==> src/rtl/store_unit_pkg.sv <==
// rtl/store_unit_pkg.sv - shared types, size encodings and helpers for the store unit
//
// Contents:
//   DEFAULT_DEPTH  default number of store-buffer entries
//   size_e         store size encoding (byte/half/word/illegal)
//   drain_state_e  drain FSM states
//   entry_t        one formatted store-buffer entry (word address, lane data, byte enables)
//   align_ok       legality of a size/offset pair
//   format_store   turns a right-aligned store into a word-lane memory write
package store_unit_pkg;

    localparam int DEFAULT_DEPTH = 4;

    typedef enum logic [1:0] {
        SZ_BYTE = 2'b00,
        SZ_HALF = 2'b01,
        SZ_WORD = 2'b10,
        SZ_ILL  = 2'b11
    } size_e;

    typedef enum logic {
        ST_IDLE = 1'b0,
        ST_REQ  = 1'b1
    } drain_state_e;

    typedef struct packed {
        logic [31:0] addr;
        logic [31:0] data;
        logic [3:0]  be;
    } entry_t;

    function automatic logic align_ok(input size_e size, input logic [1:0] off);
        case (size)
            SZ_BYTE: return 1'b1;
            SZ_HALF: return ~off[0];
            SZ_WORD: return (off == 2'b00);
            default: return 1'b0;
        endcase
    endfunction

    // Bytes above the store size are cleared before the lane shift so stale
    // upper bits of the source register never reach the bus.
    function automatic entry_t format_store(input logic [31:0] addr,
                                            input logic [31:0] data,
                                            input size_e       size);
        entry_t      e;
        logic [31:0] d;
        logic [3:0]  be;
        case (size)
            SZ_BYTE: begin d = {24'h0, data[7:0]};  be = 4'b0001; end
            SZ_HALF: begin d = {16'h0, data[15:0]}; be = 4'b0011; end
            default: begin d = data;                be = 4'b1111; end
        endcase
        e.addr = {addr[31:2], 2'b00};
        e.data = d << {addr[1:0], 3'b000};
        e.be   = be << addr[1:0];
        return e;
    endfunction

endpackage

==> src/rtl/store_unit_if.sv <==
// rtl/store_unit_if.sv - memory write bus between the store unit and memory
//
// Signals:
//   mem_req    write request (store unit -> memory)
//   mem_addr   word-aligned write address
//   mem_wdata  write data in its byte lanes
//   mem_be     byte enables
//   mem_ack    memory accepted the current write (memory -> store unit)
interface store_unit_if;

    logic        mem_req;
    logic [31:0] mem_addr;
    logic [31:0] mem_wdata;
    logic [3:0]  mem_be;
    logic        mem_ack;

    modport master (
        output mem_req,
        output mem_addr,
        output mem_wdata,
        output mem_be,
        input  mem_ack
    );

    modport slave (
        input  mem_req,
        input  mem_addr,
        input  mem_wdata,
        input  mem_be,
        output mem_ack
    );

endinterface

==> src/rtl/store_fifo.sv <==
// rtl/store_fifo.sv - store-buffer FIFO of formatted entries
//
// Ports:
//   clk, rst      clock, synchronous active-high reset (flushes pointers and count)
//   push_i        enqueue push_data_i (ignored when full)
//   push_data_i   entry to enqueue
//   pop_i         drop the head entry (ignored when empty)
//   full_o        registered: count == DEPTH
//   empty_o       count == 0
//   last_o        count == 1
//   head_o        entry at the read pointer
//   next_o        entry behind the head, used to present back-to-back writes
module store_fifo
    import store_unit_pkg::*;
#(
    parameter int DEPTH = DEFAULT_DEPTH
) (
    input  logic   clk,
    input  logic   rst,
    input  logic   push_i,
    input  entry_t push_data_i,
    input  logic   pop_i,
    output logic   full_o,
    output logic   empty_o,
    output logic   last_o,
    output entry_t head_o,
    output entry_t next_o
);

    localparam int PW = (DEPTH > 1) ? $clog2(DEPTH) : 1;
    localparam int CW = $clog2(DEPTH + 1);

    entry_t          mem_q [DEPTH];
    logic [PW-1:0]   wr_q;
    logic [PW-1:0]   rd_q;
    logic [CW-1:0]   cnt_q;
    logic [CW-1:0]   cnt_d;
    logic            full_q;
    logic            do_push;
    logic            do_pop;

    assign do_push = push_i & ~full_q;
    assign do_pop  = pop_i & (cnt_q != '0);
    assign cnt_d   = cnt_q + CW'(do_push) - CW'(do_pop);

    // DEPTH is a power of two, so the pointers wrap by natural overflow.
    always_ff @(posedge clk) begin
        if (rst) begin
            wr_q   <= '0;
            rd_q   <= '0;
            cnt_q  <= '0;
            full_q <= 1'b0;
        end else begin
            if (do_push) wr_q <= wr_q + PW'(1);
            if (do_pop)  rd_q <= rd_q + PW'(1);
            cnt_q  <= cnt_d;
            full_q <= (cnt_d == CW'(DEPTH));
        end
    end

    always_ff @(posedge clk) begin
        if (do_push) mem_q[wr_q] <= push_data_i;
    end

    assign full_o  = full_q;
    assign empty_o = (cnt_q == '0);
    assign last_o  = (cnt_q == CW'(1));
    assign head_o  = mem_q[rd_q];
    assign next_o  = mem_q[rd_q + PW'(1)];

endmodule

==> src/rtl/store_unit.sv <==
// rtl/store_unit.sv - store unit: alignment check, lane formatting, store buffer and drain FSM
//
// Ports:
//   clk, rst     clock, synchronous active-high reset
//   set_busy     store issue strobe (accepted only when busy=0)
//   store_addr   byte address of the store
//   store_data   right-aligned store data
//   store_size   00 byte, 01 half, 10 word, 11 illegal
//   busy         registered buffer-full flag
//   empty        buffer empty and no write outstanding
//   valid        one-cycle pulse per committed write
//   misalign     one-cycle pulse per rejected issue
//   mem          memory write bus (master side)
module store_unit
    import store_unit_pkg::*;
#(
    parameter int DEPTH = DEFAULT_DEPTH
) (
    input  logic               clk,
    input  logic               rst,
    input  logic               set_busy,
    input  logic [31:0]        store_addr,
    input  logic [31:0]        store_data,
    input  logic [1:0]         store_size,
    output logic               busy,
    output logic               empty,
    output logic               valid,
    output logic               misalign,
    store_unit_if.master       mem
);

    drain_state_e state_q, state_d;
    entry_t       entry_q, entry_d;
    logic         valid_q, valid_d;
    logic         misalign_q, misalign_d;
    logic         pop;
    logic         legal;
    logic         issue_ok;
    logic         fifo_full, fifo_empty, fifo_last;
    entry_t       fifo_head, fifo_next, new_entry;

    assign legal      = align_ok(size_e'(store_size), store_addr[1:0]);
    assign new_entry  = format_store(store_addr, store_data, size_e'(store_size));
    // busy is the registered full flag, so a pop in this cycle cannot admit this cycle's issue.
    assign issue_ok   = set_busy & ~fifo_full & legal;
    assign misalign_d = set_busy & ~fifo_full & ~legal;

    store_fifo #(.DEPTH(DEPTH)) u_fifo (
        .clk         (clk),
        .rst         (rst),
        .push_i      (issue_ok),
        .push_data_i (new_entry),
        .pop_i       (pop),
        .full_o      (fifo_full),
        .empty_o     (fifo_empty),
        .last_o      (fifo_last),
        .head_o      (fifo_head),
        .next_o      (fifo_next)
    );

    // The presented write stays at the FIFO head until acknowledged, so it
    // still counts toward busy while outstanding.
    always_comb begin
        state_d = state_q;
        entry_d = entry_q;
        pop     = 1'b0;
        valid_d = 1'b0;
        case (state_q)
            ST_IDLE: begin
                if (!fifo_empty) begin
                    state_d = ST_REQ;
                    entry_d = fifo_head;
                end
            end
            ST_REQ: begin
                if (mem.mem_ack) begin
                    pop     = 1'b1;
                    valid_d = 1'b1;
                    if (fifo_last) state_d = ST_IDLE;
                    else           entry_d = fifo_next;
                end
            end
            default: state_d = ST_IDLE;
        endcase
    end

    always_ff @(posedge clk) begin
        if (rst) begin
            state_q    <= ST_IDLE;
            entry_q    <= '0;
            valid_q    <= 1'b0;
            misalign_q <= 1'b0;
        end else begin
            state_q    <= state_d;
            entry_q    <= entry_d;
            valid_q    <= valid_d;
            misalign_q <= misalign_d;
        end
    end

    assign busy          = fifo_full;
    assign empty         = fifo_empty & (state_q == ST_IDLE);
    assign valid         = valid_q;
    assign misalign      = misalign_q;
    assign mem.mem_req   = (state_q == ST_REQ);
    assign mem.mem_addr  = entry_q.addr;
    assign mem.mem_wdata = entry_q.data;
    assign mem.mem_be    = entry_q.be;

endmodule

==> src/flat_wrapper.sv <==
// flat-port wrapper written by rule: the top's interface ports become plain ports
module store_unit_flat import store_unit_pkg::*;
#(
    parameter int DEPTH = DEFAULT_DEPTH
)
  (clk, rst, set_busy, store_addr, store_data, store_size, busy, empty, valid, misalign, mem_mem_req, mem_mem_addr, mem_mem_wdata, mem_mem_be, mem_mem_ack);
  store_unit_if mem_i ();
  input  logic clk;
  input  logic rst;
  input  logic set_busy;
  input  logic [31:0] store_addr;
  input  logic [31:0] store_data;
  input  logic [1:0] store_size;
  output logic busy;
  output logic empty;
  output logic valid;
  output logic misalign;
  output wire logic [$bits(mem_i.mem_req)-1:0] mem_mem_req;
  output wire logic [$bits(mem_i.mem_addr)-1:0] mem_mem_addr;
  output wire logic [$bits(mem_i.mem_wdata)-1:0] mem_mem_wdata;
  output wire logic [$bits(mem_i.mem_be)-1:0] mem_mem_be;
  input wire logic [$bits(mem_i.mem_ack)-1:0] mem_mem_ack;
  assign mem_mem_req = mem_i.mem_req;
  assign mem_mem_addr = mem_i.mem_addr;
  assign mem_mem_wdata = mem_i.mem_wdata;
  assign mem_mem_be = mem_i.mem_be;
  assign mem_i.mem_ack = mem_mem_ack;
  store_unit #(.DEPTH(DEPTH)) u_core (.clk(clk), .rst(rst), .set_busy(set_busy), .store_addr(store_addr), .store_data(store_data), .store_size(store_size), .busy(busy), .empty(empty), .valid(valid), .misalign(misalign), .mem(mem_i));
endmodule
==> config.mk <==
export PLATFORM = sky130hd
export DESIGN_NAME = store_unit_flat
export DESIGN_NICKNAME = d
export VERILOG_FILES = /design/src/rtl/store_unit_pkg.sv /design/src/rtl/store_unit_if.sv /design/src/rtl/store_fifo.sv /design/src/rtl/store_unit.sv /design/src/flat_wrapper.sv
export SDC_FILE = /design/constraint.sdc
export NUM_CORES = 1
export LEC_CHECK = 0
export BUFFER_PORTS_ARGS = -buffer_cell sky130_fd_sc_hd__buf_2
export CORE_MARGIN = 3
export CORE_UTILIZATION = 59
export DETAILED_ROUTE_END_ITERATION = 7
export GPL_ROUTABILITY_DRIVEN = 0
export PLACE_DENSITY = 0.79
export SYNTH_ARGS = -nofsm -noshare
export SYNTH_HDL_FRONTEND = slang
export SYNTH_SLANG_ARGS = --single-unit
==> constraint.sdc <==
create_clock -name clk -period 3.2 [get_ports clk]
set_input_delay 0.16 -clock clk [delete_from_list [all_inputs] [get_ports clk]]
set_output_delay 0.16 -clock clk [all_outputs]
set_load 0.02 [all_outputs]
# [After elaboration in Yosys (flattened, before gate mapping)]
# Memories as Yosys holds them, arrays and structs flattened. A register that Yosys moved wholly into a read port is not among the register bits.
# Index checks and enable logic that the tools add are counted.
[totals] wordCells=56 in_bits=70 mem_count=1 output_inout_bits=73 mem_bits_rw=264 regBits=79
[classes] n_reduce_logical=5 n_eq_ne=7 shift=2 addsub=4 bitwise_logic=10 muxes=17
[memory_table] name="u_core.u_fifo.mem_q" depth=4 width=66 read_ports=2 rd_clocked_by_memory_dff=1 wr=1 line="store_fifo.sv:33" rtl="entry_t mem_q [DEPTH];"
[op_table] op="$mux W68" count=3
[op_table] op="$pmux W68 S2" count=1
[op_table] op="$pmux W32 S2" count=1
[op_table] op="$shl A32 B5 Y32" count=1
[op_table] op="$pmux W4 S2" count=1
[op_table] op="$mux W1" count=7
[op_table] op="$and A1 B1 Y1" count=6
[op_table] op="$ne A2 B2 Y1 const B" count=3
[op_table] op="$add A2 B1 Y2 const B" count=2
[op_table] op="$logic_not A2 Y1" count=2
[op_table] op="$mux W2" count=2
[op_table] op="$not A1 Y1" count=4
[op_table] op="$shl A4 B2 Y4" count=1
[op_table] op="$add A3 B1 Y3" count=1
[op_table] op="$eq A3 B1 Y1 const B" count=1
[op_table] op="$eq A3 B3 Y1 const B" count=1
[op_table] op="$logic_not A3 Y1" count=1
[op_table] op="$pmux W1 S3" count=1
[op_table] op="$reduce_and A3 Y1" count=1
[op_table] op="$reduce_bool A3 Y1" count=1
[op_table] op="$sub A3 B1 Y3" count=1
[op_table] op="$eq A2 B1 Y1 const B" count=1
[op_table] op="$eq A2 B2 Y1 const B" count=1
[op_table] op="$pmux W1 S2" count=1

# [Longest topological paths before layout]
# Gate-level depths: netlist of the first run.
[logic_depth] word_depth=7 mapped_depth=12 mapped_depth_nobuf=11

# [By module]
# From an unflattened synthesis of the first run, not the netlist that was laid out.
[hier_totals] cells_unflattened=910 hier_area_um2=15775.1
[modules_own_cells] module="store_fifo" area_per_inst_um2=11944.0 cells_per_inst=491 seq_area_each_um2=8368.0 instances=1
[modules_own_cells] module="store_unit" area_per_inst_um2=3831.2 cells_per_inst=419 seq_area_each_um2=1421.4 instances=1

# [Least setup slack after synthesis of the first run]
# Ideal clock, no wire load.
[synth_path] kind="input -> register" startpoint="input port store_addr[1]" endpoint="memory u_core.u_fifo.mem_q[0][0] (netlist name) (enable)" path_buffers=1 stages=5 arrival_ps=2430 setup_time_ps=431 t_required_ps=2769 path_slack_ps=339 path_cell_list="o21a_1 -> o22ai_1 -> and3b_1 -> clkbuf_1 -> and2_1"
[synth_between] elab_chain_cells=6
[synth_rtl] item="start: declaration" line="flat_wrapper.sv:11" rtl="input logic [31:0] store_addr;"
[synth_rtl] item="$logic_not A2 Y1" line="store_unit_pkg.sv:36" rtl="SZ_WORD: return (off == 2'b00);"
[synth_rtl] item="$pmux W1 S3" line="store_unit_pkg.sv:33" rtl="case (size)"
[synth_rtl] item="$and A1 B1 Y1" line="store_unit.sv:45" rtl="assign issue_ok = set_busy & ~fifo_full & legal;"
[synth_rtl] item="$and A1 B1 Y1" line="store_fifo.sv:42" rtl="assign do_push = push_i & ~full_q;"
[synth_rtl] item="$mux W1" line="store_fifo.sv:62" rtl="if (do_push) mem_q[wr_q] <= push_data_i;"
[synth_rtl] item="$mux W1 (not written as such)" line="store_fifo.sv:62"
[synth_rtl] item="end: declaration" line="store_fifo.sv:33"
# Every way passes these cells.

# [Worst setup path in the final report of the first run]
[layout_path] startpoint="register u_core.state_q, in the netlist u_core.mem.mem_req" endpoint="output port empty"
[layout_between] elab_chain_cells=2
[layout_rtl] item="start: declaration" line="store_unit.sv:32" rtl="drain_state_e state_q, state_d;"
[layout_rtl] item="start signal: assignment" line="store_unit.sv:94" rtl="state_q <= state_d;"
[layout_rtl] item="$not A1 Y1" line="store_unit.sv:102" rtl="assign empty = fifo_empty & (state_q == ST_IDLE);"
[layout_rtl] item="$and A1 B1 Y1" line="store_unit.sv:102"
[layout_rtl] item="end: declaration" line="flat_wrapper.sv:15" rtl="output logic empty;"
# Every way passes these cells.

==> results, run 1 <==
- The clock transition at the registers of the reported paths is 60 ps.
- The average vias per placed instance is 6.323.
- The actual slew at the worst max-slew pin is 887.2 ps.
- At the worst endpoint, the required time is 3040 ps.
- Setup repair after global routing left no endpoint under its margin.
- The clock root buffer master is sky130_fd_sc_hd__clkbuf_16.
- In the global route stage, overall resource usage came out at 0.2420.
- The leakage component of the power is 6.020 nW.
- The peak fanout along the critical path is 40.
- The count of H-tree levels built during CTS is 2.
- The boundary pin count is 143.
- The final hold violation count is 0.
- The count of buffers added on input and output ports is 140.
- The total via count after detailed routing is 8890.
- The final net count is 1127.
- In this run the critical register-to-register path is captured at u_core.u_fifo.full_o.
- The height of the chip is 166.6 microns.
- Max-cap violations in this run came to 0.
- Detailed placement finished with a half-perimeter wire length of 20.50 mm.
- The worst register-to-register path begins at u_core.mem.mem_req.
- The initial utilization of the core area, before any placement, comes to 0.6028.
- The detailed router finished its first iteration with 939 violations.
- Measured against the total synthesized area, the mux share comes to 0.2453.
- The CTS tree is done.
- VDD sags by at most 0.6294 mV.
- The final max-slew violation count was 0.
- In this run the deepest clock path goes through 3 buffers.
- The remaining design rule violation count is 0.
- The combinational family with the most area after synthesis is multiplexers.
- The completed layout was analyzed and its total power is 13.18 mW.
- Compared with the post-synthesis result, the final layout area differs by 16.19%.
- The smallest clock period supported by the final layout is computed as 2624 ps.
- Yosys mapped the design onto 38 distinct sky130hd cell types.
- The final core utilization is 0.7004.
- For this design, the CTS-stage hold fixing added 31 buffers.
- The global route total overflow is 0.
- The number of clock sinks is 343.
- Counting cells, the worst reg-to-reg path comes to 8.
- The run finished with clean final reports.
- The fraction of the cycle the final worst path needs is 0.8199.
- Of the total synthesized cell area, the portion taken by AND, OR, NAND and NOR gates is 0.03740.
- The type of element launching the critical path is a flop.
- The insertion delay to the later sink of the worst-skew pair is 510 ps.
- The synthesized netlist occupies a cell area of 15220 sq um.
- The first detailed-routing pass ran for 5 iterations.
- After detailed routing, the total wire length is 33.26 mm.
- 0 antenna diodes ended up in the layout.
- Derived from the worst setup path, the maximum achievable clock frequency is 0.3811 GHz.
- The adder and majority gate portion of the synthesized area is 0.006246.
- After clock tree synthesis, the repair step resized 0 gates.
- The total die area is 27770 sq um.
- From left edge to right edge, the die measures 166.6 microns.
- The critical path ends at empty.
- The setup clock skew after layout is 13.93 ps.
- The leading register cell type out of synthesis is sky130_fd_sc_hd__edfxtp_1.
- The min-delay analysis places its worst path in the category input port to flop.
- For this run, the number of Yosys warnings is 0.
- The number of rows in the core area is 58.
- The areal power density over the cells is 744.9 nW/um^2.
- The via count of the first global-routing pass is 9248.
- For flop-to-flop paths, the worst setup slack is 750 ps.
- The area fraction in compound gates after synthesis came to 0.05120.
- The average instance in the mapped netlist occupies 17.14 sq um.
- For this run, asynchronously set or reset flops after synthesis account for 0.
- In the final layout, the share of cells above drive strength 1 is 0.3346.
- The flop and latch count out of synthesis is 343.
- The detail route stage leaves a number of antenna-violating nets equal to 0.
- The source of the critical timing path is u_core.mem.mem_req.
- Of the total synthesized cell area, the portion taken by XOR and XNOR cells is 0.002301.
- For this run, the register share of the synthesized area comes to 0.6246.
- In this run the tightest slew margin relative to its limit is 0.4085.
- By startpoint and endpoint, the worst setup path is classified as flop to output port.
- The number of antenna violations at the first check in global routing is 0.
- The global-route wire length before repair is 52.56 mm.
- Synthesis produced a netlist whose cell count is 888.
- The buffer count from post-CTS setup fixing is 0.
- Counting the fill cells in the layout gives 1629.
- The critical path data arrival time is 2460 ps.
- The final total negative setup slack is 0 ps.
- The area of the core region is 25250 sq um.
- The average wire length per cell after detail routing is 23.65 microns.
- Setup violations remaining at the end of the flow were counted as 0.
- Entering global routing, the biggest net connects 79 pins.
- TritonCTS created 34 clock buffers.
- Yosys mapped a number of flops with a built-in enable equal to 264.
- The kind of end point of the critical path is an output port.
-- layout make-up --
| type | instances | area, sq um | area share |
|---|---|---|---|
| well taps | 330 | 412.9 | 0.02334 |
| multi-input cells | 465 | 5239 | 0.2962 |
| repair buffers | 199 | 1321 | 0.07470 |
| clock buffers | 49 | 1001 | 0.05659 |
| clock inverters | 13 | 160.2 | 0.009054 |
| flip-flops and latches | 343 | 9528 | 0.5387 |
| inverters | 7 | 26.28 | 0.001485 |
-- worst min-delay path by stage --
stage              startpoint                    endpoint  slack, ps  cells after the start
2_1_floorplan   store_addr[2]  u_core.u_fifo.mem_q[0][36]        260                      0
3_3_place_gp   store_addr[23]  u_core.u_fifo.mem_q[0][57]        370                      1
3_5_place_dp   store_addr[23]  u_core.u_fifo.mem_q[2][57]        380                      1
4_1_cts           mem_mem_ack          u_core.mem.mem_req          3                      4
5_1_grt           mem_mem_ack          u_core.mem.mem_req         50                      4
6_report          mem_mem_ack          u_core.mem.mem_req         20                      4
-- sequential cells by signal, summed over array words and instances, names as in the netlist, 2 cells and up, named ones only --
signal	count
u_core.mem.mem_addr	30
u_core.mem.mem_wdata	32
u_core.u_fifo.wr_q	2
u_core.u_fifo.cnt_q	3
u_core.u_fifo.rd_q	2
u_core.mem.mem_be	4
u_core.u_fifo.mem_q	264
-- critical path, stage by stage, from the launching register on --
cell,delay (ps)
sky130_fd_sc_hd__dfxtp_4,760
sky130_fd_sc_hd__buf_4,730
sky130_fd_sc_hd__nor4_1,220
sky130_fd_sc_hd__buf_2,220
-- where the power goes --
part / internal (mW) / switching, mW
registers: 5.31 / 0.392
clock network: 2.50 / 1.59
logic: 1.42 / 1.97
-- cells in the final DEF (no fill, tap or decap), drive strengths merged --
| cell type | Yosys | routed |
|---|---|---|
| dlygate4sd3 | 0 | 31 |
| nand2b | 3 | 3 |
| nor2 | 92 | 92 |
| edfxtp | 264 | 264 |
| a211oi | 67 | 67 |
| a21oi | 18 | 18 |
| nor4 | 2 | 2 |
| nand3 | 1 | 1 |
| nor3b | 1 | 1 |
| xor2 | 1 | 1 |
| and3b | 1 | 1 |
| fa | 1 | 1 |
| conb | 1 | 2 |
| o311a | 1 | 1 |
| buf | 42 | 168 |
| dfxtp | 79 | 79 |
| o21a | 1 | 1 |
| and2 | 12 | 12 |
| xnor2 | 3 | 3 |
| nor4b | 1 | 1 |
| bufinv | 0 | 4 |
| inv | 7 | 7 |
| nor3 | 2 | 2 |
| and3 | 8 | 8 |
| clkbuf | 32 | 49 |
| mux2i | 75 | 75 |
| mux4 | 132 | 132 |
| o21ai | 10 | 10 |
| o22ai | 18 | 18 |
| nand2 | 4 | 4 |
| mux2 | 1 | 1 |
| nor2b | 2 | 2 |
| clkinv | 0 | 9 |
| ha | 6 | 6 |
-- Yosys cell counts (2+ instances only) --
library cell                 n  share of area
sky130_fd_sc_hd__a211oi_1   67          0.033
sky130_fd_sc_hd__a21oi_1    18         0.0059
sky130_fd_sc_hd__and2_1     12         0.0049
sky130_fd_sc_hd__and3_1      8         0.0033
sky130_fd_sc_hd__buf_1       4        0.00099
sky130_fd_sc_hd__buf_12      5         0.0066
sky130_fd_sc_hd__buf_2      20         0.0066
sky130_fd_sc_hd__buf_4       7         0.0035
sky130_fd_sc_hd__buf_6       4         0.0030
sky130_fd_sc_hd__buf_8       2         0.0020
sky130_fd_sc_hd__clkbuf_1   30         0.0074
sky130_fd_sc_hd__clkbuf_4    2        0.00099
sky130_fd_sc_hd__dfxtp_1    79           0.10
sky130_fd_sc_hd__edfxtp_1  264           0.52
sky130_fd_sc_hd__ha_1        6         0.0049
sky130_fd_sc_hd__inv_1       7         0.0017
sky130_fd_sc_hd__mux2i_1    75          0.049
sky130_fd_sc_hd__mux4_2    132           0.20
sky130_fd_sc_hd__nand2_1     4        0.00099
sky130_fd_sc_hd__nand2b_1    3         0.0012
sky130_fd_sc_hd__nor2_1     92          0.023
sky130_fd_sc_hd__nor2b_1     2        0.00082
sky130_fd_sc_hd__nor3_1      2        0.00066
sky130_fd_sc_hd__nor4_1      2        0.00082
sky130_fd_sc_hd__o21ai_0    10         0.0033
sky130_fd_sc_hd__o22ai_1    17         0.0070
sky130_fd_sc_hd__xnor2_1     3         0.0017
-- per-stage QoR --
| step | instance area (sq um) | std cells | hold WS (ps) | setup slack, ps |
|---|---|---|---|---|
| 6_report | 17690 | 1406 | 19.77 | 576.3 |
| 5_1_grt | 17690 | 1406 | 45.06 | 470.1 |
| 4_1_cts | 17690 | 1406 | 2.771 | 519.6 |
| 3_5_place_dp | 16220 | 1313 | 376.0 | 398.9 |
| 3_3_place_gp | 16220 | 1313 | 374.4 | 483.8 |
| 2_1_floorplan | 15230 | 889 | 258.9 | 338.8 |
-- kinds of logic (layout without fill, tap and decap cells) --
family                     after synthesis  in the layout
DFF                                    343            343
muxes                                  208            208
and+or+nand+nor                        129            129
AOI/OAI and AO/OA                      115            115
buffers and inverters                   81            268
adders and majority gates                7              7
xor gates and xnor gates                 4              4
other                                    1              2
-- layer usage --
metal	share of wire	track usage	vias up
met2	0.50	0.4036	407
met3	0.078	0.04391	65
met1	0.40	0.3308	4480
met4	0.027	0.07676	0
met5	0	0	-
li1	-	-	3938
Power figures use the tool's default switching activity.
==> run 2, diff against run 1 <==
- CORE_UTILIZATION: 59 -> 54
- PLACE_DENSITY: 0.79 -> 0.77
- clock period: 3.2 -> 2.3 ns (I/O delays scaled with it)
==> results, run 2 (synthesized netlist as in run 1, its figures left out) <==
- The global-route wire length before repair is 51.70 mm (was 52.56 mm).
- The via count of the first global-routing pass is 9208 (was 9248).
- The clock transition at the registers of the reported paths is 60 ps (about the same).
- The most numerous cell type found on the critical path is sky130_fd_sc_hd__ha_1.
- The height of the chip is 173.9 microns (was 166.6 microns).
- The maximum clock path buffer count is 3 (unchanged).
- The met1 track demand over resource in global routing is 0.2960 (was 0.3308).
- The final number of setup-violating endpoints came to 0 (unchanged).
- The peak fanout along the critical path is 2 (was 40).
- The number of rows in the core area came to 60 (was 58).
- The path type of the worst setup path is flop to flop (was flop to output port).
- The minimum period implied by the final worst setup slack is 2157 ps.
- The areal power density over the cells is 1011 nW/um^2 (was 744.9 nW/um^2).
- The tightest hold margin came to 20.46 ps (was 19.77 ps).
- The placed cell count came to 1372 (was 1313).
- The count of input and output buffers was 140 (unchanged).
- The remaining design rule violation count was 0 (unchanged).
- The average wire length per cell after detail routing is 21.97 microns (was 23.65 microns).
- The aggregate routed wire length is 32.30 mm (was 33.26 mm).
- The area of the core region came to 27330 sq um (was 25250 sq um).
- The kind of end point of the critical path is a flop (was output port).
- The area after detailed placement is 16510 sq um (was 16220 sq um).
- The worst endpoint required time is 2710 ps (was 3040 ps).
- The relative slew slack is 0.5972 (was 0.4085).
- The category of cells accounting for the largest share of critical-path delay is adder cells (was buffers and inverters).
- The boundary pin count is 143 (unchanged).
- The final hold violation count came to 0 (unchanged).
- The busiest metal layer after global routing was met2 (unchanged).
- Status: finished clean (unchanged).
- The combined global-route utilization of all metal layers was 0.2178 (was 0.2420).
- The effective utilization at floorplan is 0.5571 (was 0.6028).
- The type of element launching the critical path was a flop (unchanged).
- The number of buffers and inverters on the critical path is 1 (was 2).
- The share of post-route cells with drive strength above 1 is 0.3434 (was 0.3346).
- The post-detailed-route count of antenna-violating nets came to 0 (unchanged).
- The global route total overflow is 0 (unchanged).
- The critical path's largest stage delay came to 370 ps (was 760 ps).
- The setup clock skew after layout is 12.20 ps (was 13.93 ps).
- The total via count after detailed routing is 8887 (was 8890).
- The most common library cell in the layout ignoring fill and taps is sky130_fd_sc_hd__edfxtp_1 (unchanged).
- Critical Path, Cell by Cell: o311a_1 -> ha_1 -> inv_1 -> ha_1 -> fa_2 -> xnor2_2 -> xnor2_1 -> nor4_1 (was buf_4 -> nor4_1 -> buf_2).
- The half-perimeter wire length after placement is 20.66 mm (was 20.50 mm).
- The number of iterations in the first detailed-routing pass is 5 (unchanged).
- The number of standard cells in the final layout excluding fillers is 1470 (was 1406).
- The top register by number of flip-flops is u_core.u_fifo.mem_q (unchanged).
- The final total negative setup slack came to 0 ps (unchanged).
- The fraction of met3 tracks used by global routing came to 0.03451 (was 0.04391).
- The achievable clock frequency is 0.4637 GHz.
- The maximum vdd ir drop is 0.9745 mV (was 0.6294 mV).
- The worst hold-check path type is input port to flop (unchanged).
- The insertion delay to the later sink of the worst-skew pair was 500 ps (was 510 ps).
- Of the available clock period, the critical path in the final layout requires 0.9377.
- The CTS tree is done (unchanged).
- Unrepaired setup endpoints after global routing: no (unchanged).
- The clock root buffer master is sky130_fd_sc_hd__clkbuf_16 (unchanged).
- Most used cells in the layout excluding fill and tap cells: 264 x sky130_fd_sc_hd__edfxtp_1, 140 x sky130_fd_sc_hd__buf_2, 132 x sky130_fd_sc_hd__mux4_2 (unchanged).
- The number of clock sinks is 343 (unchanged).
- The final net count was 1149 (was 1127).
- The overall die width is 173.9 microns (was 166.6 microns).
- The actual slew at the worst max-slew pin was 604.2 ps (was 887.2 ps).
- The count of maximum capacitance violations was 0 (unchanged).
- The number of antenna cells inserted was 0 (unchanged).
- The area growth from synthesis to layout is 17.81% (was 16.19%).
- The number of flip-flops in the largest register is 264 (unchanged).
- The final core utilization came to 0.6563 (was 0.7004).
- The routing usage on met2 is 0.3698 (was 0.4036).
- The average vias per placed instance is 6.046 (was 6.323).
- The number of antenna violations at the first check in global routing came to 0 (unchanged).
- The clock buffer count from CTS was 35 (was 34).
- The critical path data arrival time is 2560 ps (was 2460 ps).
- The violation count after the first detailed-route iteration is 950 (was 939).
- The total die area is 30240 sq um (was 27770 sq um).
- The final max-slew violation count came to 0 (unchanged).
- The summed area of non-filler cells in the final layout is 17930 sq um (was 17690 sq um).
- The leakage component of the power is 6.114 nW (was 6.020 nW).
- The count of H-tree levels built during CTS was 2 (unchanged).
- The highest-delay cell along the critical path is sky130_fd_sc_hd__o311a_1 (was sky130_fd_sc_hd__dfxtp_4).
- The pin count of the biggest net entering global routing came to 72 (was 79).
[run 2: timing repair]
action | CTS | global route
endpoints found under the setup margin | 0 | 1
gates resized for setup | 0 | 2
endpoints found under the hold margin | 130 | 0
buffers inserted | 0 | 1
hold buffers | 34 | 0
[run 2: cell type report]
cell class,count,area (sq um)
well taps,372,465.4
repair buffers,220,1599
inverters,7,26.28
flip-flops and latches,343,9528
multi-input cells,465,5249
clock buffers,54,1020
clock inverters,9,47.55
fillers,1895,9392
[run 2: path summary, 6_finish.rpt]
check / startpoint / cells past startpoint / to / slack, ps
setup / recovery: u_core.u_fifo.cnt_q[2] / 8 / u_core.u_fifo.full_o / 140
hold / removal: store_data[0] / 2 / u_core.u_fifo.mem_q[3][4] / 20
setup reg to reg: u_core.u_fifo.cnt_q[2] / 8 / u_core.u_fifo.full_o / 140
hold reg to reg: u_core.u_fifo.full_o / 1 / u_core.misalign / 450
[run 2: report_power, final]
part	internal, mW	total, mW	switching (mW)
registers	7.38	7.75	0.364
logic	2.21	5.16	2.95
clock network	3.06	5.23	2.18
total	12.6	18.1	5.49
[run 2: per-layer routing]
metal	vias up	routed length [microns]
met4	0	718
met5	-	0
li1	3980	-
met1	4513	13070
met2	347	16350
met3	47	2159
[run 2: stage by stage]
step | power (mW) | worst slack (ps)
5_1_grt | 19.08 | 9.605
4_1_cts | 18.32 | 144.6
3_5_place_dp | 13.01 | -41.59
3_3_place_gp | 12.87 | -28.69
6_report | 18.14 | 143.2
2_1_floorplan | 11.50 | 83.96
[run 2: worst register-to-register path, cell delays in order, from the launching register on]
cell	delay (ps)
sky130_fd_sc_hd__dfxtp_1	310
sky130_fd_sc_hd__o311a_1	370
sky130_fd_sc_hd__ha_1	280
sky130_fd_sc_hd__inv_1	40
sky130_fd_sc_hd__ha_1	190
sky130_fd_sc_hd__fa_2	370
sky130_fd_sc_hd__xnor2_2	140
sky130_fd_sc_hd__xnor2_1	130
sky130_fd_sc_hd__nor4_1	230
==> run 3, diff against run 2 <==
- GPL_TIMING_DRIVEN: not set -> 0
==> results, run 3 (synthesized netlist as in run 1, its figures left out) <==
- The count of input and output buffers is 139 (was 140).
- The average vias per placed instance is 6.079 (was 6.046).
- Most used cells in the layout excluding fill and tap cells: 264 x sky130_fd_sc_hd__edfxtp_1, 157 x sky130_fd_sc_hd__buf_2, 132 x sky130_fd_sc_hd__mux4_2 (was 264 x sky130_fd_sc_hd__edfxtp_1, 140 x sky130_fd_sc_hd__buf_2, 132 x sky130_fd_sc_hd__mux4_2).
- The area of the core region is 27330 sq um (unchanged).
- The final hold violation count is 0 (unchanged).
- The highest metal layer used by the detailed router is met4 (unchanged).
- The effective utilization at floorplan is 0.5571 (unchanged).
- The clock root buffer master is sky130_fd_sc_hd__clkbuf_16 (unchanged).
- The placed cell count came to 1404 (was 1372).
- The insertion delay to the later sink of the worst-skew pair is 520 ps (was 500 ps).
- The kind of end point of the critical path is a flop (unchanged).
- The final net count is 1183 (was 1149).
- The leakage component of the power is 6.235 nW (was 6.114 nW).
- The clock buffer count from CTS was 36 (was 35).
- The half-perimeter wire length after placement came to 22.75 mm (was 20.66 mm).
- The type of element launching the critical path is a flop (unchanged).
- The most common library cell in the layout ignoring fill and taps was sky130_fd_sc_hd__edfxtp_1 (unchanged).
- The number of antenna cells inserted is 0 (unchanged).
- The CTS tree was done (unchanged).
- The average wire length per cell after detail routing is 22.82 microns (was 21.97 microns).
- The areal power density over the cells is 1054 nW/um^2 (was 1011 nW/um^2).
- The final number of setup-violating endpoints is 0 (unchanged).
- The share of post-route cells with drive strength above 1 was 0.3448 (was 0.3434).
- The total met3 wirelength after detailed routing is 2.934 mm (was 2.159 mm).
- The detailed-route wire length on metal 1 is 12.98 mm (was 13.07 mm).
- The area after detailed placement was 16510 sq um (about the same).
- The relative slew slack is 0.4673 (was 0.5972).
- The global route total overflow was 0 (unchanged).
- The maximum vdd ir drop was 0.5721 mV (was 0.9745 mV).
- The total die area came to 30240 sq um (unchanged).
- The pin count of the biggest net entering global routing is 50 (was 72).
- The number of antenna violations at the first check in global routing is 0 (unchanged).
- The layout filler cell count is 1900 (was 1895).
- The worst hold-check path type was input port to flop (unchanged).
- The combined global-route utilization of all metal layers was 0.2282 (was 0.2178).
- The peak fanout along the critical path is 10 (was 2).
- The minimum period implied by the final worst setup slack is 2204 ps (was 2157 ps).
- The height of the chip is 173.9 microns (unchanged).
- The worst endpoint required time is 2660 ps (was 2710 ps).
- The path type of the worst setup path is flop to flop (unchanged).
- The post-detailed-route count of antenna-violating nets came to 0 (unchanged).
- The maximum clock path buffer count came to 3 (unchanged).
- The violation count after the first detailed-route iteration came to 705 (was 950).
- The count of H-tree levels built during CTS was 2 (unchanged).
- The final max-slew violation count is 0 (unchanged).
- The number of standard cells in the final layout excluding fillers is 1506 (was 1470).
- The actual slew at the worst max-slew pin is 796.2 ps (was 604.2 ps).
- The clock transition at the registers of the reported paths is 60 ps (about the same).
- The top register by number of flip-flops is u_core.u_fifo.mem_q (unchanged).
- The number of iterations in the first detailed-routing pass was 6 (was 5).
- Status: finished clean (unchanged).
- The number of clock sinks is 343 (unchanged).
- The setup clock skew after layout came to 20.61 ps (was 12.20 ps).
- The area growth from synthesis to layout is 19.48% (was 17.81%).
- The total via count after detailed routing is 9155 (was 8887).
- The global-route wire length before repair is 53.41 mm (was 51.70 mm).
- The number of rows in the core area is 60 (unchanged).
- The critical path data arrival time is 2560 ps (about the same).
- The fraction of the cycle the final worst path needs is 0.9583 (was 0.9377).
- The remaining design rule violation count is 0 (unchanged).
- The boundary pin count is 143 (unchanged).
- The routed wire length on met2 is 17.68 mm (was 16.35 mm).
- The aggregate routed wire length came to 34.37 mm (was 32.30 mm).
- The number of flip-flops in the largest register was 264 (unchanged).
- The via count of the first global-routing pass was 9676 (was 9208).
- The achievable clock frequency is 0.4537 GHz (was 0.4637 GHz).
- The overall die width is 173.9 microns (unchanged).
- The summed area of non-filler cells in the final layout came to 18190 sq um (was 17930 sq um).
- The count of maximum capacitance violations came to 0 (unchanged).
run 3: cell count changes in the layout (fill, tap and decap cells not counted), sizes merged:
| cell | change |
|---|---|
| bufinv | +6 |
| clkbuf | +25 |
| inv | +3 |
| clkinv | +1 |
| dlygate4sd3 | +1 |
run 3: power breakdown:
| group | internal [mW] | switching (mW) | total, mW |
|---|---|---|---|
| registers | 7.38 | 0.368 | 7.75 |
| logic | 2.19 | 3.16 | 5.36 |
| clock network | 3.74 | 2.33 | 6.07 |
run 3: path summary, 6_finish.rpt:
check | to | cells past startpoint | from | slack, ps
min | u_core.u_fifo.mem_q[2][4] | 2 | store_data[0] | 30
max reg2reg | u_core.mem.mem_addr[9] | 6 | u_core.mem.mem_req | 100
max | u_core.mem.mem_addr[9] | 6 | u_core.mem.mem_req | 100
min reg2reg | u_core.mem.mem_addr[22] | 2 | u_core.mem.mem_addr[22] | 490
run 3: metal layers:
metal / GRT usage / up-vias
li1: - / 4039
met1: 0.2879 / 4637
met2: 0.3970 / 417
met3: 0.05548 / 62
met4: 0.06367 / 0
met5: 0 / -
run 3: worst max-delay path, cell delays in order, from the launching register on:
cell                       delay, ps
sky130_fd_sc_hd__dfxtp_1         370
sky130_fd_sc_hd__clkbuf_4        260
sky130_fd_sc_hd__nand2_1         110
sky130_fd_sc_hd__o22ai_2         410
sky130_fd_sc_hd__buf_6           260
sky130_fd_sc_hd__clkbuf_1        470
sky130_fd_sc_hd__a211oi_1        150
run 3: timing repair:
action / in CTS / in global routing
hold buffers: 35 / 0
cloned: 0 / 0
gates resized for setup: 5 / 9
endpoints found under the setup margin: 7 / 16
hold endpoints to repair: 135 / 0
buffers inserted: 0 / 3
pin swaps: 0 / 4
run 3: final cells by class:
| cell class | count | area [sq um] | share of cell area |
|---|---|---|---|
| Inverter | 7 | 26.28 | 0.001445 |
| Timing Repair Buffer | 181 | 1179 | 0.06480 |
| Clock inverter | 19 | 256.5 | 0.01410 |
| Clock buffer | 47 | 993.5 | 0.05462 |
| Sequential cell | 343 | 9514 | 0.5231 |
| Buffer | 72 | 465.4 | 0.02559 |
| Tap cell | 372 | 465.4 | 0.02559 |
| Multi-Input combinational cell | 465 | 5289 | 0.2908 |
run 3: through the flow:
step,hold slack [ps],total power [mW],util,worst slack [ps],setup TNS (ps)
6_report,32.18,19.17,0.6656,95.84,0
5_1_grt,25.67,20.04,0.6656,-12.30,-17.00
4_1_cts,7.491,19.27,0.6638,-26.84,-26.84
2_1_floorplan,213.9,11.50,-,83.96,0
3_5_place_dp,332.7,13.11,0.6041,-774.5,-67640
3_3_place_gp,328.3,12.94,0.5999,-1127,-291970
